$ cat config.mk
export PLATFORM = sky130hd
export DESIGN_NAME = rr_enc16to4_flat
export DESIGN_NICKNAME = d
export VERILOG_FILES = /design/src/rtl/rr_enc16to4_if.sv /design/src/rtl/rr_enc16to4.sv /design/src/flat_wrapper.sv
export SDC_FILE = /design/constraint.sdc
export NUM_CORES = 1
export LEC_CHECK = 0
export BUFFER_PORTS_ARGS = -buffer_cell sky130_fd_sc_hd__clkbuf_2
export CORE_MARGIN = 2
export CORE_UTILIZATION = 50
export DETAILED_ROUTE_END_ITERATION = 10
export HOLD_SLACK_MARGIN = 0.12
export PLACE_DENSITY = 0.8
export SETUP_SLACK_MARGIN = 0.15
export SYNTH_ARGS = -nofsm -noshare
export SYNTH_HDL_FRONTEND = slang
export SYNTH_SLANG_ARGS = --single-unit
$ cat constraint.sdc
create_clock -name clock -period 12.3 [get_ports clock]
set_clock_uncertainty 0.15 [all_clocks]
set_input_delay 1.845 -clock clock [delete_from_list [all_inputs] [get_ports clock]]
set_output_delay 1.845 -clock clock [all_outputs]
set_load 0.01 [all_outputs]
$ cat src/rtl/rr_enc16to4_if.sv
// Request/grant bundle for the round-robin 16-to-4 encoder.
// The master side presents requests and consumes grants; the slave side is the arbiter.
interface rr_enc16to4_if;
  logic        en;
  logic [15:0] req;
  logic        ready;
  logic        valid;
  logic [3:0]  code;
  logic [0:15] grant;

  modport master (
    output en,
    output req,
    output ready,
    input  valid,
    input  code,
    input  grant
  );

  modport slave (
    input  en,
    input  req,
    input  ready,
    output valid,
    output code,
    output grant
  );
endinterface

$ cat src/rtl/rr_enc16to4.sv
// Round-robin 16-to-4 priority encoder with a valid/ready grant handshake.
// The search starts one past the last accepted index. A grant is held,
// sticky, until the consumer takes it. Back-to-back grants are issued on
// handshake cycles.
module rr_enc16to4 (
  input  logic          clock,
  input  logic          reset,
  rr_enc16to4_if.slave  bus
);
  localparam int N     = 16;
  localparam int IDX_W = 4;

  localparam logic [0:0] ST_IDLE = 1'b0;
  localparam logic [0:0] ST_HOLD = 1'b1;

  logic [0:0]       state_reg;
  logic [IDX_W-1:0] ptr_reg;
  logic [IDX_W-1:0] code_reg;
  logic [0:N-1]     grant_reg;

  // A new search begins at the pointer when idle. On a handshake it begins
  // one past the grant being accepted, which is the pointer's next value.
  logic [IDX_W-1:0] code_inc;
  logic [IDX_W-1:0] search_start;
  logic             req_any;

  assign code_inc     = code_reg + 4'd1;
  assign search_start = (state_reg == ST_HOLD) ? code_inc : ptr_reg;
  assign req_any      = |bus.req;

  // Rotate the requests right by search_start so the first candidate sits at
  // bit 0. Rotate the one-hot pick back left by the same amount. Each is a
  // log-depth barrel rotator, one stage per bit of the start index.
  logic [N-1:0] rot_r [IDX_W+1];
  logic [N-1:0] rot_l [IDX_W+1];
  logic [N-1:0] pick_rot;
  logic [N-1:0] lower_any;
  logic [N-1:0] win_oh;

  assign rot_r[0] = bus.req;
  assign rot_l[0] = pick_rot;

  genvar gi;
  generate
    for (gi = 0; gi < IDX_W; gi++) begin : g_rot
      localparam int SH = 1 << gi;
      assign rot_r[gi+1] = search_start[gi] ?
                           {rot_r[gi][SH-1:0], rot_r[gi][N-1:SH]} : rot_r[gi];
      assign rot_l[gi+1] = search_start[gi] ?
                           {rot_l[gi][N-SH-1:0], rot_l[gi][N-1:N-SH]} : rot_l[gi];
    end

    // Lowest set bit of the rotated request vector wins.
    assign lower_any[0] = 1'b0;
    for (gi = 0; gi < N; gi++) begin : g_pick
      assign pick_rot[gi] = rot_r[IDX_W][gi] & ~lower_any[gi];
      if (gi < N - 1) begin : g_chain
        assign lower_any[gi+1] = lower_any[gi] | rot_r[IDX_W][gi];
      end
    end
  endgenerate

  assign win_oh = rot_l[IDX_W];

  // Convert the one-hot winner into its binary index.
  logic [IDX_W-1:0] win_code;
  always_comb begin
    win_code = '0;
    for (int i = 0; i < N; i++) begin
      if (win_oh[i]) begin
        win_code = win_code | IDX_W'(i);
      end
    end
  end

  // The grant bus is indexed [0:N-1], so copy bit by bit to keep grant[i] == index i.
  logic [0:N-1] win_grant;
  generate
    for (gi = 0; gi < N; gi++) begin : g_grant
      assign win_grant[gi] = win_oh[gi];
    end
  endgenerate

  // Grant FSM: issue from IDLE, hold until ready, and chain on the handshake.
  always_ff @(posedge clock) begin
    if (reset) begin
      state_reg <= ST_IDLE;
      ptr_reg   <= '0;
      code_reg  <= '0;
      grant_reg <= '0;
    end else begin
      case (state_reg)
        ST_IDLE: begin
          if (bus.en && req_any) begin
            code_reg  <= win_code;
            grant_reg <= win_grant;
            state_reg <= ST_HOLD;
          end
        end
        default: begin
          if (bus.ready) begin
            ptr_reg <= code_inc;
            if (bus.en && req_any) begin
              code_reg  <= win_code;
              grant_reg <= win_grant;
            end else begin
              grant_reg <= '0;
              state_reg <= ST_IDLE;
            end
          end
        end
      endcase
    end
  end

  assign bus.valid = (state_reg == ST_HOLD);
  assign bus.code  = code_reg;
  assign bus.grant = grant_reg;
endmodule

$ cat src/flat_wrapper.sv
// flat-port wrapper written by rule: the top's interface ports become plain ports
module rr_enc16to4_flat 
  (clock, reset, bus_en, bus_req, bus_ready, bus_valid, bus_code, bus_grant);
  rr_enc16to4_if bus_i ();
  input  logic clock;
  input  logic reset;
  input wire logic [$bits(bus_i.en)-1:0] bus_en;
  input wire logic [$bits(bus_i.req)-1:0] bus_req;
  input wire logic [$bits(bus_i.ready)-1:0] bus_ready;
  output wire logic [$bits(bus_i.valid)-1:0] bus_valid;
  output wire logic [$bits(bus_i.code)-1:0] bus_code;
  output wire logic [$bits(bus_i.grant)-1:0] bus_grant;
  assign bus_i.en = bus_en;
  assign bus_i.req = bus_req;
  assign bus_i.ready = bus_ready;
  assign bus_valid = bus_i.valid;
  assign bus_code = bus_i.code;
  assign bus_grant = bus_i.grant;
  rr_enc16to4 u_core (.clock(clock), .reset(reset), .bus(bus_i));
endmodule
# Yosys cells after proc, flatten, opt, wreduce, memory -nomap -nowiden
# Cells that the tools add are included.
[totals]
reg_bits = 25
out_inout_bits = 21
in_bits = 20
[classes]
n_mux = 34
n_eq_ne = 1
reduce_logical = 5
n_bitwise = 44
n_addsub = 1
[ops]
columns = ["op", "count"]
rows = [
  ["$mux W16", 12],
  ["$mux W4", 12],
  ["$reduce_or A16 Y1", 1],
  ["$and A1 B1 Y1", 15],
  ["$not A1 Y1", 15],
  ["$or A1 B1 Y1", 14],
  ["$mux W3", 4],
  ["$add A4 B1 Y4 const B", 1],
  ["$mux W1", 4],
  ["$mux W2", 2],
  ["$reduce_and A2 Y1", 2],
  ["$ne A2 B2 Y1 const B", 1],
  ["$reduce_bool A2 Y1", 1],
  ["$logic_and A1 B1 Y1", 1],
]

# Longest topological paths before layout
# Gate-level depths: netlist of run 1.
[depth]
ltp_word = 44
depth_mapped = 16
depth_no_buf = 13

# Least setup slack after synthesis of run 1
# OpenSTA, ideal clock, no wires.
[synth_timing]
kind = "in2reg"
startpoint = "input bus_req[11]"
endpoint = "register u_core.code_reg[3], in the netlist u_core.bus.code[3]"
slack_ns = 7.664
arrival_ns = 4.411
stages = 11
cell_sequence = "nor3_1 -> nor3_1 -> or3_1 -> and3_4 -> or4_1 -> a211o_1 -> a211oi_2 -> mux2i_1 -> a222oi_1 -> nor3_1 -> a31oi_1"
[synth_via]
elab_chain_len = 35
elab_cells_between_ends = 65
cone_classes = "mux: 19; bitwise: 44; reduce/logical: 2"
[synth_lines]
columns = ["element", "line_no", "source"]
rows = [
  ["from (decl)", "flat_wrapper.sv:8", "input wire logic [$bits(bus_i.req)-1:0] bus_req;"],
  ["$mux W16 (4 in a row)", "rr_enc16to4.sv:47", "assign rot_r[gi+1] = search_start[gi] ?"],
  ["$or A1 B1 Y1 (14 in a row)", "rr_enc16to4.sv:58", "assign lower_any[gi+1] = lower_any[gi] | rot_r[IDX_W][gi];"],
  ["$not A1 Y1", "rr_enc16to4.sv:56", "assign pick_rot[gi] = rot_r[IDX_W][gi] & ~lower_any[gi];"],
  ["$and A1 B1 Y1", "rr_enc16to4.sv:56", ""],
  ["$mux W16 (4 in a row)", "rr_enc16to4.sv:49", "assign rot_l[gi+1] = search_start[gi] ?"],
  ["$mux W4 (8 in a row)", "rr_enc16to4.sv:70", "if (win_oh[i]) begin"],
  ["$mux W4 (*)", "rr_enc16to4.sv:94, rr_enc16to4.sv:103", ""],
  ["$mux W4", "rr_enc16to4.sv:101", "if (bus.ready) begin"],
  ["$mux W4 (*)", "rr_enc16to4.sv:92", "case (state_reg)"],
  ["to (signal assigned)", "rr_enc16to4.sv:95", "code_reg <= win_code;"],
  ["to (signal assigned)", "rr_enc16to4.sv:104", "code_reg <= win_code;"],
  ["to (decl)", "rr_enc16to4.sv:18", "logic [IDX_W-1:0] code_reg;"],
]
# Mark *: on every way between the ends. The rest lies on a longest branch, timed or not. The select of a mux whose other input is x is not followed.
# A chain may end at the register's enable or synchronous reset.

# Worst setup path in the final report of run 1
[layout_timing]
startpoint = "register u_core.state_reg, in the netlist u_core.bus.valid"
endpoint = "register u_core.code_reg[2], in the netlist u_core.bus.code[2]"
[layout_via]
elab_chain_len = 40
elab_cells_between_ends = 69
cone_classes = "eq/ne: 1; mux: 24; bitwise: 44"
[layout_lines]
columns = ["element", "line_no", "source"]
rows = [
  ["from (decl)", "rr_enc16to4.sv:16", "logic [0:0] state_reg;"],
  ["from (signal assigned)", "rr_enc16to4.sv:87", "state_reg <= ST_IDLE;"],
  ["from (signal assigned)", "rr_enc16to4.sv:97", "state_reg <= ST_HOLD;"],
  ["from (signal assigned)", "rr_enc16to4.sv:108", "state_reg <= ST_IDLE;"],
  ["$mux W4", "rr_enc16to4.sv:28", "assign search_start = (state_reg == ST_HOLD) ? code_inc : ptr_reg;"],
  ["$mux W16 (4 in a row)", "rr_enc16to4.sv:47", ""],
  ["$or A1 B1 Y1 (14 in a row)", "rr_enc16to4.sv:58", ""],
  ["$not A1 Y1", "rr_enc16to4.sv:56", ""],
  ["$and A1 B1 Y1", "rr_enc16to4.sv:56", ""],
  ["$mux W16 (4 in a row)", "rr_enc16to4.sv:49", ""],
  ["$mux W3 (4 in a row)", "rr_enc16to4.sv:70", ""],
  ["$mux W4 (8 in a row)", "rr_enc16to4.sv:70", ""],
  ["$mux W4", "rr_enc16to4.sv:94, rr_enc16to4.sv:103", ""],
  ["$mux W4", "rr_enc16to4.sv:101", ""],
  ["$mux W4", "rr_enc16to4.sv:92", ""],
]
# Several ways; a longest one is shown, not always the timed one. The select of a mux whose other input is x is not followed.

==> results of run 1 <==
==> stage by stage <==
step | hold slack (ps) | power (mW) | setup slack (ps) | instance area (µm²) | utilization (%)
4_1_cts | 325 | 0.416 | 6930 | 4030 | 55.2
2_1_floorplan | 305 | 0.294 | 7660 | 3780 | -
3_3_place_gp | 304 | 0.363 | 7030 | 3980 | 54.5
3_5_place_dp | 311 | 0.366 | 6940 | 3980 | 54.5
6_report | 323 | 0.428 | 6720 | 4030 | 55.2
5_1_grt | 339 | 0.450 | 6460 | 4030 | 55.2
==> power breakdown <==
part           internal (mW)  switching [mW]
clock                 0.0230          0.0271
combinational         0.0948           0.188
sequential            0.0871         0.00774
total                  0.205           0.223
==> cell families after synthesis <==
kind of cell | share of synthesized area (%)
mux | 8.38
buf+inv | 5.40
flops | 13.2
fa+ha+maj | 0.331
simple gates | 35.2
xor+xnor | 0.464
compound gates | 37.0
==> cells in the mapped netlist (all sizes together), types with 3 or more instances <==
cell / n
o31ai: 3
mux4: 4
o211ai: 18
inv: 3
a21o: 6
or2: 3
clkbuf: 22
nor2b: 3
o2111ai: 3
mux2i: 15
o221ai: 6
buf: 20
o21bai: 4
o311ai: 4
nor3: 25
or3: 3
a21oi: 55
a22oi: 7
nand2: 49
a221oi: 4
nor2: 44
a31oi: 4
and2: 11
nand4: 3
o21a: 3
and3: 10
nand3: 72
dfxtp: 25
o22ai: 8
nand2b: 11
a211oi: 10
a311oi: 4
nor4: 10
o21ai: 40
a21boi: 4
mux2: 5
==> worst register-to-register path, cell delays in order (launching register included) <==
cell and delay [ps]:
dfxtp_1 860, nand2_1 580, nand2_1 830, mux4_2 490, o32ai_1 190, a211oi_2 150
nor4_1 550, nand3_1 390, o41ai_2 500, a21oi_1 130, o21ai_1 250, nor4_1 100
a311oi_1 330
==> layout by cell type, fill, tap and decap left out, types with 6 or more instances in the layout <==
cell type,instances
nor4_1,10
a22oi_1,7
o21ai_0,28
nor3_1,21
nand2_1,49
o221ai_1,6
mux2i_1,13
buf_4,6
and3_1,8
o211ai_1,18
clkbuf_2,40
nand2b_1,11
o21ai_1,11
nor2_1,40
a21oi_1,52
nand3_1,70
dfxtp_1,25
a21o_1,6
o22ai_1,8
and2_1,10
a211oi_1,8
==> routing by layer <==
| layer | global-route usage (%) | up-vias | routed length (µm) |
|---|---|---|---|
| met1 | 44.5 | 2213 | 5880 |
| met5 | 0 | - | 0 |
| li1 | - | 2192 | - |
| met4 | 13.1 | 0 | 552 |
| met3 | 6.14 | 50 | 1470 |
| met2 | 48.5 | 327 | 6110 |
==> worst max path at each step <==
stage	slack, ps	startpoint	end
6_report	6720	u_core.bus.valid$_SDFF_PP0_	u_core.bus.code[2]$_SDFFE_PP0P_
5_1_grt	6460	u_core.bus.valid$_SDFF_PP0_	u_core.bus.code[2]$_SDFFE_PP0P_
4_1_cts	6930	u_core.bus.valid$_SDFF_PP0_	u_core.bus.code[2]$_SDFFE_PP0P_
3_5_place_dp	6940	bus_req[7]	u_core.bus.code[2]$_SDFFE_PP0P_
3_3_place_gp	7030	bus_req[2]	u_core.bus.grant[3]$_SDFFE_PP0P_
2_1_floorplan	7660	bus_req[11]	u_core.bus.code[3]$_SDFFE_PP0P_
==> layout make-up <==
cell class              count  area (µm²)  share of cell area [%]
repair buffers             46         245                    6.09
clock inverters             1        7.51                   0.186
well taps                  99         124                    3.08
inverters                   3        11.3                   0.280
multi-input cells         488        3100                    76.9
flip-flops and latches     25         500                    12.4
clock buffers               3        41.3                    1.03
==> metrics.md, run 1 <==
| Metric | Value |
|---|---|
| Dominant cell type by area after synthesis | dfxtp_1 |
| Rows | 31 |
| Setup violators final | 0 |
| Leakage power | 1.41 nW |
| Worst r2r src | u_core.bus.valid$_SDFF_PP0_ |
| Pre-antenna DRT Iters | 6 |
| Post-DP HPWL | 10200 µm |
| Layout Cells excl Fill | 665 |
| Die area | 8270 µm² |
| WP data arrival | 5610 ps |
| Max_cap viols | 0 |
| CP Buf/Inv Count | 0 |
| Yosys warns | 0 |
| Synthesized flop and latch total | 25 |
| H-tree levels | 1 |
| Setup TNS | 0 ps |
| Number of port buffers | 40 |
| Cell variety after synth | 80 |
| Via density | 7.19 |
| WS Path Type | reg -> reg |
| Vias in the first global route | 4261 |
| Power density cells | 106 nW/µm² |
| First-pass GRT wire length | 21900 µm |
| Initial antenna violation count | 0 |
| Max incr delay on CP | 860 ps |
| Peak VDD IR | 0.0000464 V |
| ANT nets after route | 0 |
| Slack of the worst reg-to-reg path | 6720 ps |
| CTS clk-pin slew, worst paths | 90 ps |
| Clock Tree Root | clkbuf_8 |
| Synth area leaders | dfxtp_1 13%, nand3_1 9.3%, a21oi_1 7.0% |
| GPL Wtd Cong | 0.998 |
| Fmax | 179 MHz |
| Total CTS buffers | 3 |
| Total global routing overflow | 0 |
| CTS tree | yes |
| Post-synth EDFFs | 0 |
| Reg2reg end | u_core.bus.code[2]$_SDFFE_PP0P_ |
| Sequential area share after synthesis | 13.2% |
| Cells after Synth | 558 |
| Die extent in y | 90.9 µm |
| Fin. Hold Viols | 0 |
| Hold Crit Endpoint | u_core.bus.grant[12]$_SDFFE_PP0P_ |
| Crit path max fanout | 21 |
| N_diodes | 0 |
| Vias | 4782 |
| Syn nets | 579 |
| Crit path required time | 12320 ps |
| Aggregate routed wire length | 14000 µm |
| Tmin final | 5580 ps |
| Post-CTS Hold Fix Bufs | 0 |
| Slew @ Worst Pin | 1170 ps |
| Max reg flops | 16 |
| CP top delay family | simple AND/OR/NAND/NOR gates |
| Async SR Flop Fraction | 0% |
| Share of the synthesized area in the top cell type | 13.2% |
| Filler cell count | 750 |
| CTS sink cnt | 25 |
| Hold crit path type | reg -> reg |
| Worst hold path cell count | 2 |
| Starting Density | 51.8% |
| Post-DR wirelength/cell | 21.1 µm |
| Nets | 588 |
| CP Cell Sequence | nand2_1 > nand2_1 > mux4_2 > o32ai_1 > a211oi_2 > nor4_1 > nand3_1 > o41ai_2 > a21oi_1 > o21ai_1 > nor4_1 > a311oi_1 |
| Main synth FF type | dfxtp_1 |
| DRT iter0 DRCs | 740 |
| Worst-path cell with the longest stage delay | dfxtp_1 |
| Relative slew slack | 20.0% |
| Levels on crit path | 12 |
| Layout area overhead | 6.56% |
| CP Capture Type | flip-flop |
| Area of the core | 7290 µm² |
| Clk buf depth | 2 |
| Share of layout cells above drive strength 1 | 15.0% |
| Max Slew Vio Count | 0 |
| Placed cells | 661 |
| Cts repair resizes | 0 |
| Largest net degree at the start of global routing | 49 |
| Ports | 41 |
| GRT Resource Usage Total | 32.0% |
| DRC | 0 |
| Post-Syn Area per Cell | 6.77 µm² |
| Critical Path Start Type | flip-flop |
| Reg2Reg Depth | 12 |
| RSZ-0062 raised after global routing | no |
| Die Wd | 90.9 µm |
| Setup bufs post-CTS | 0 |
| Post-Syn Area | 3780 µm² |
| Hold_sp | u_core.bus.grant[12]$_SDFFE_PP0P_ |
| Latest clock arrival within the worst-skew pair | 270 ps |
| Tcrit/Tclk final | 45.4% |
| Status | complete, no violations |
(Power assumes the default switching activity.)
==> run 2: changes to the inputs <==
Clock period 12.3 ns to 5.25 ns, I/O delays scaled along.
==> run 2 against run 1 <==
  * Clock-buffer cell count is the same
  * Cell area grew 1.5%
  * Non-clock buffer count grew 8
  * Global-route usage shrank 0.13 points
  * Die area is the same
  * Setup slack lost 6400 ps
  * Register-to-register slack lost 6400 ps
  * Critical endpoint is now u_core.bus.code[1]$_SDFFE_PP0P_
==> metrics.md, run 2 (same netlist as run 1, synthesis figures left out) <==
| Metric | Value |
|---|---|
| Pre-antenna DRT Iters | 6 (unchanged) |
| Slack of the worst reg-to-reg path | 350 ps (was 6720 ps) |
| Setup violators final | 0 (unchanged) |
| Largest net degree at the start of global routing | 36 (was 49) |
| Clock Tree Root | clkbuf_8 (unchanged) |
| Worst-path cell with the longest stage delay | or3_1 (was dfxtp_1) |
| Relative slew slack | 43.1% (was 20.0%) |
| Worst r2r src | u_core.bus.code[0]$_SDFFE_PP0P_ (was u_core.bus.valid$_SDFF_PP0_) |
| Clk buf depth | 2 (unchanged) |
| Total global routing overflow | 0 (unchanged) |
| Design area | 4090 µm² (was 4030 µm²) |
| Max reg flops | 16 (unchanged) |
| CP Buf/Inv Count | 1 (was 0) |
| Post-DP HPWL | 10300 µm (was 10200 µm) |
| Rows | 31 (unchanged) |
| Most frequent CP cell | and3_4 |
| Die extent in y | 90.9 µm (unchanged) |
| Most frequent cells in the layout | 70 x nand3_1, 52 x a21oi_1, 49 x nand2_1, 40 x nor2_1, 40 x clkbuf_2 (unchanged) |
| Fin. Hold Viols | 0 (unchanged) |
| Cell-internal power | 0.489 mW (was 0.205 mW) |
| Aggregate routed wire length | 13800 µm (was 14000 µm) |
| Crit path required time | 5260 ps (was 12320 ps) |
| WS Path Type | reg -> reg (unchanged) |
| Post-DR wirelength/cell | 20.5 µm (was 21.1 µm) |
| ANT nets after route | 0 (unchanged) |
| DRC | 0 (unchanged) |
| Power share of the clock group | 11.4% (was 11.7%) |
| P_sw | 0.516 mW (was 0.223 mW) |
| Total CTS buffers | 3 (unchanged) |
| DRT iter0 DRCs | 773 (was 740) |
| GPL Wtd Cong | 1.05 (was 0.998) |
| Slew @ Worst Pin | 848 ps (was 1170 ps) |
| Nets | 596 (was 588) |
| Peak VDD IR | 0.0000983 V (was 0.0000464 V) |
| Max incr delay on CP | 570 ps (was 860 ps) |
| Worst hold path cell count | 2 (unchanged) |
| Reg power frac | 21.8% (was 22.2%) |
| GRT Resource Usage Total | 31.9% (was 32.0%) |
| CTS sink cnt | 25 (unchanged) |
| Dpl cell area | 4040 µm² (was 3980 µm²) |
| Sw frac | 51.3% (was 52.1%) |
| Setup TNS | 0 ps (unchanged) |
| Share of layout cells above drive strength 1 | 16.4% (was 15.0%) |
| Number of port buffers | 40 (unchanged) |
| Reg2reg end | u_core.bus.code[1]$_SDFFE_PP0P_ (was u_core.bus.code[2]$_SDFFE_PP0P_) |
| CTS tree | yes (unchanged) |
| Hold crit path type | reg -> reg (unchanged) |
| Status | complete, no violations (unchanged) |
| Vias | 4835 (was 4782) |
| Hold Crit Endpoint | u_core.bus.grant[5]$_SDFFE_PP0P_ (was u_core.bus.grant[12]$_SDFFE_PP0P_) |
| Die area | 8270 µm² (unchanged) |
| Initial antenna violation count | 0 (unchanged) |
| Comb pwr share | 66.8% (was 66.1%) |
| CP top delay family | simple AND/OR/NAND/NOR gates (unchanged) |
| Max_cap viols | 0 (unchanged) |
| Critical Path Start Type | flip-flop (unchanged) |
| N_diodes | 0 (unchanged) |
| Tmin final | 4900 ps (was 5580 ps) |
| Reg2Reg Depth | 13 (was 12) |
| Power density cells | 246 nW/µm² (was 106 nW/µm²) |
| Die Wd | 90.9 µm (unchanged) |
| CTS clk-pin slew, worst paths | 90 ps (about the same) |
| Commonest non-fill, non-tap cell in the layout | nand3_1 (unchanged) |
| Area of the core | 7290 µm² (unchanged) |
| Starting Density | 51.8% (unchanged) |
| H-tree levels | 1 (unchanged) |
| First-pass GRT wire length | 22000 µm (was 21900 µm) |
| Hold_sp | u_core.bus.grant[5]$_SDFFE_PP0P_ (was u_core.bus.grant[12]$_SDFFE_PP0P_) |
| CP Cell Sequence | buf_4 > and3_4 > mux2i_4 > nand2_1 > or3_1 > and3_4 > nor4_1 > nand3_1 > o41ai_2 > a21oi_1 > a21oi_2 > nor3b_1 > a311oi_1 (was nand2_1 > nand2_1 > mux4_2 > o32ai_1 > a211oi_2 > nor4_1 > nand3_1 > o41ai_2 > a21oi_1 > o21ai_1 > nor4_1 > a311oi_1) |
| Latest clock arrival within the worst-skew pair | 270 ps (about the same) |
| Fmax | 204 MHz (was 179 MHz) |
| Post-CTS Hold Fix Bufs | 0 (unchanged) |
| Layout area overhead | 8.18% (was 6.56%) |
| RSZ-0062 raised after global routing | no (unchanged) |
| Vias in the first global route | 4190 (was 4261) |
| WP data arrival | 4910 ps (was 5610 ps) |
| Tcrit/Tclk final | 93.3% (was 45.4%) |
| Ports | 41 (unchanged) |
| CP Capture Type | flip-flop (unchanged) |
| Crit path max fanout | 17 (was 21) |
| Max Slew Vio Count | 0 (unchanged) |
| Via density | 7.18 (was 7.19) |
| Leakage power | 1.45 nW (was 1.41 nW) |
==> run 2: how the worst max path moves through the flow <==
stage	startpoint	endpoint	slack, ps	cells past startpoint
floorplan	u_core.bus.code[0]$_SDFFE_PP0P_	u_core.bus.code[1]$_SDFFE_PP0P_	1260	12
global placement	u_core.bus.valid$_SDFF_PP0_	u_core.bus.code[1]$_SDFFE_PP0P_	490	12
detailed placement	u_core.bus.valid$_SDFF_PP0_	u_core.bus.code[1]$_SDFFE_PP0P_	360	12
CTS	u_core.bus.valid$_SDFF_PP0_	u_core.bus.code[1]$_SDFFE_PP0P_	320	12
global route	u_core.bus.code[0]$_SDFFE_PP0P_	u_core.bus.code[2]$_SDFFE_PP0P_	220	13
finish	u_core.bus.code[0]$_SDFFE_PP0P_	u_core.bus.code[1]$_SDFFE_PP0P_	350	13
==> run 2: power by group through the flow <==
stage | combinational (mW) | clock [mW] | sequential [mW]
after floorplan | 0.464 | 0 | 0.225
after global placement | 0.643 | 0 | 0.222
after detailed placement | 0.641 | 0 | 0.223
after CTS | 0.645 | 0.117 | 0.219
after global routing | 0.715 | 0.125 | 0.221
final | 0.672 | 0.115 | 0.219
==> run 2: area by class of cell <==
cell class                 instances  area (µm²)
inverter                           3        11.3
clock inverter                     1        7.51
multi-input combinational        488        3100
timing repair buffer              54         305
fill                             755        3200
sequential                        25         502
tap                               99         124
clock buffer                       3        41.3
==> run 2: metal layers <==
metal	global-route usage [%]	share of wire [%]
met5	0	0
met4	10.2	3.4
met3	3.07	12
met2	49.2	44
met1	46.5	41
==> run 2: through the flow <==
step	total power, mW	instances	utilization [%]	worst slack, ps	hold slack (ps)
after floorplan	0.689	558	-	1260	305
after global placement	0.865	669	55.4	490	304
after detailed placement	0.864	669	55.4	358	308
after CTS	0.981	673	56.0	324	321
after global routing	1.06	673	56.1	220	340
final	1.01	673	56.1	354	318
==> run 2: worst register-to-register path, stage by stage (launching register included) <==
cell and delay [ps]:
dfxtp_1 360, buf_4 170, and3_4 240, mux2i_4 320
nand2_1 450, or3_1 570, and3_4 210, nor4_1 570
nand3_1 430, o41ai_2 530, a21oi_1 140, a21oi_2 240
nor3b_1 90, a311oi_1 320
==> run 2: what timing repair did <==
action | in CTS | in global routing
endpoints found under the setup margin | 0 | 6
setup buffers | 0 | 0
endpoints found under the hold margin | 0 | 0
gates resized for setup | 0 | 1
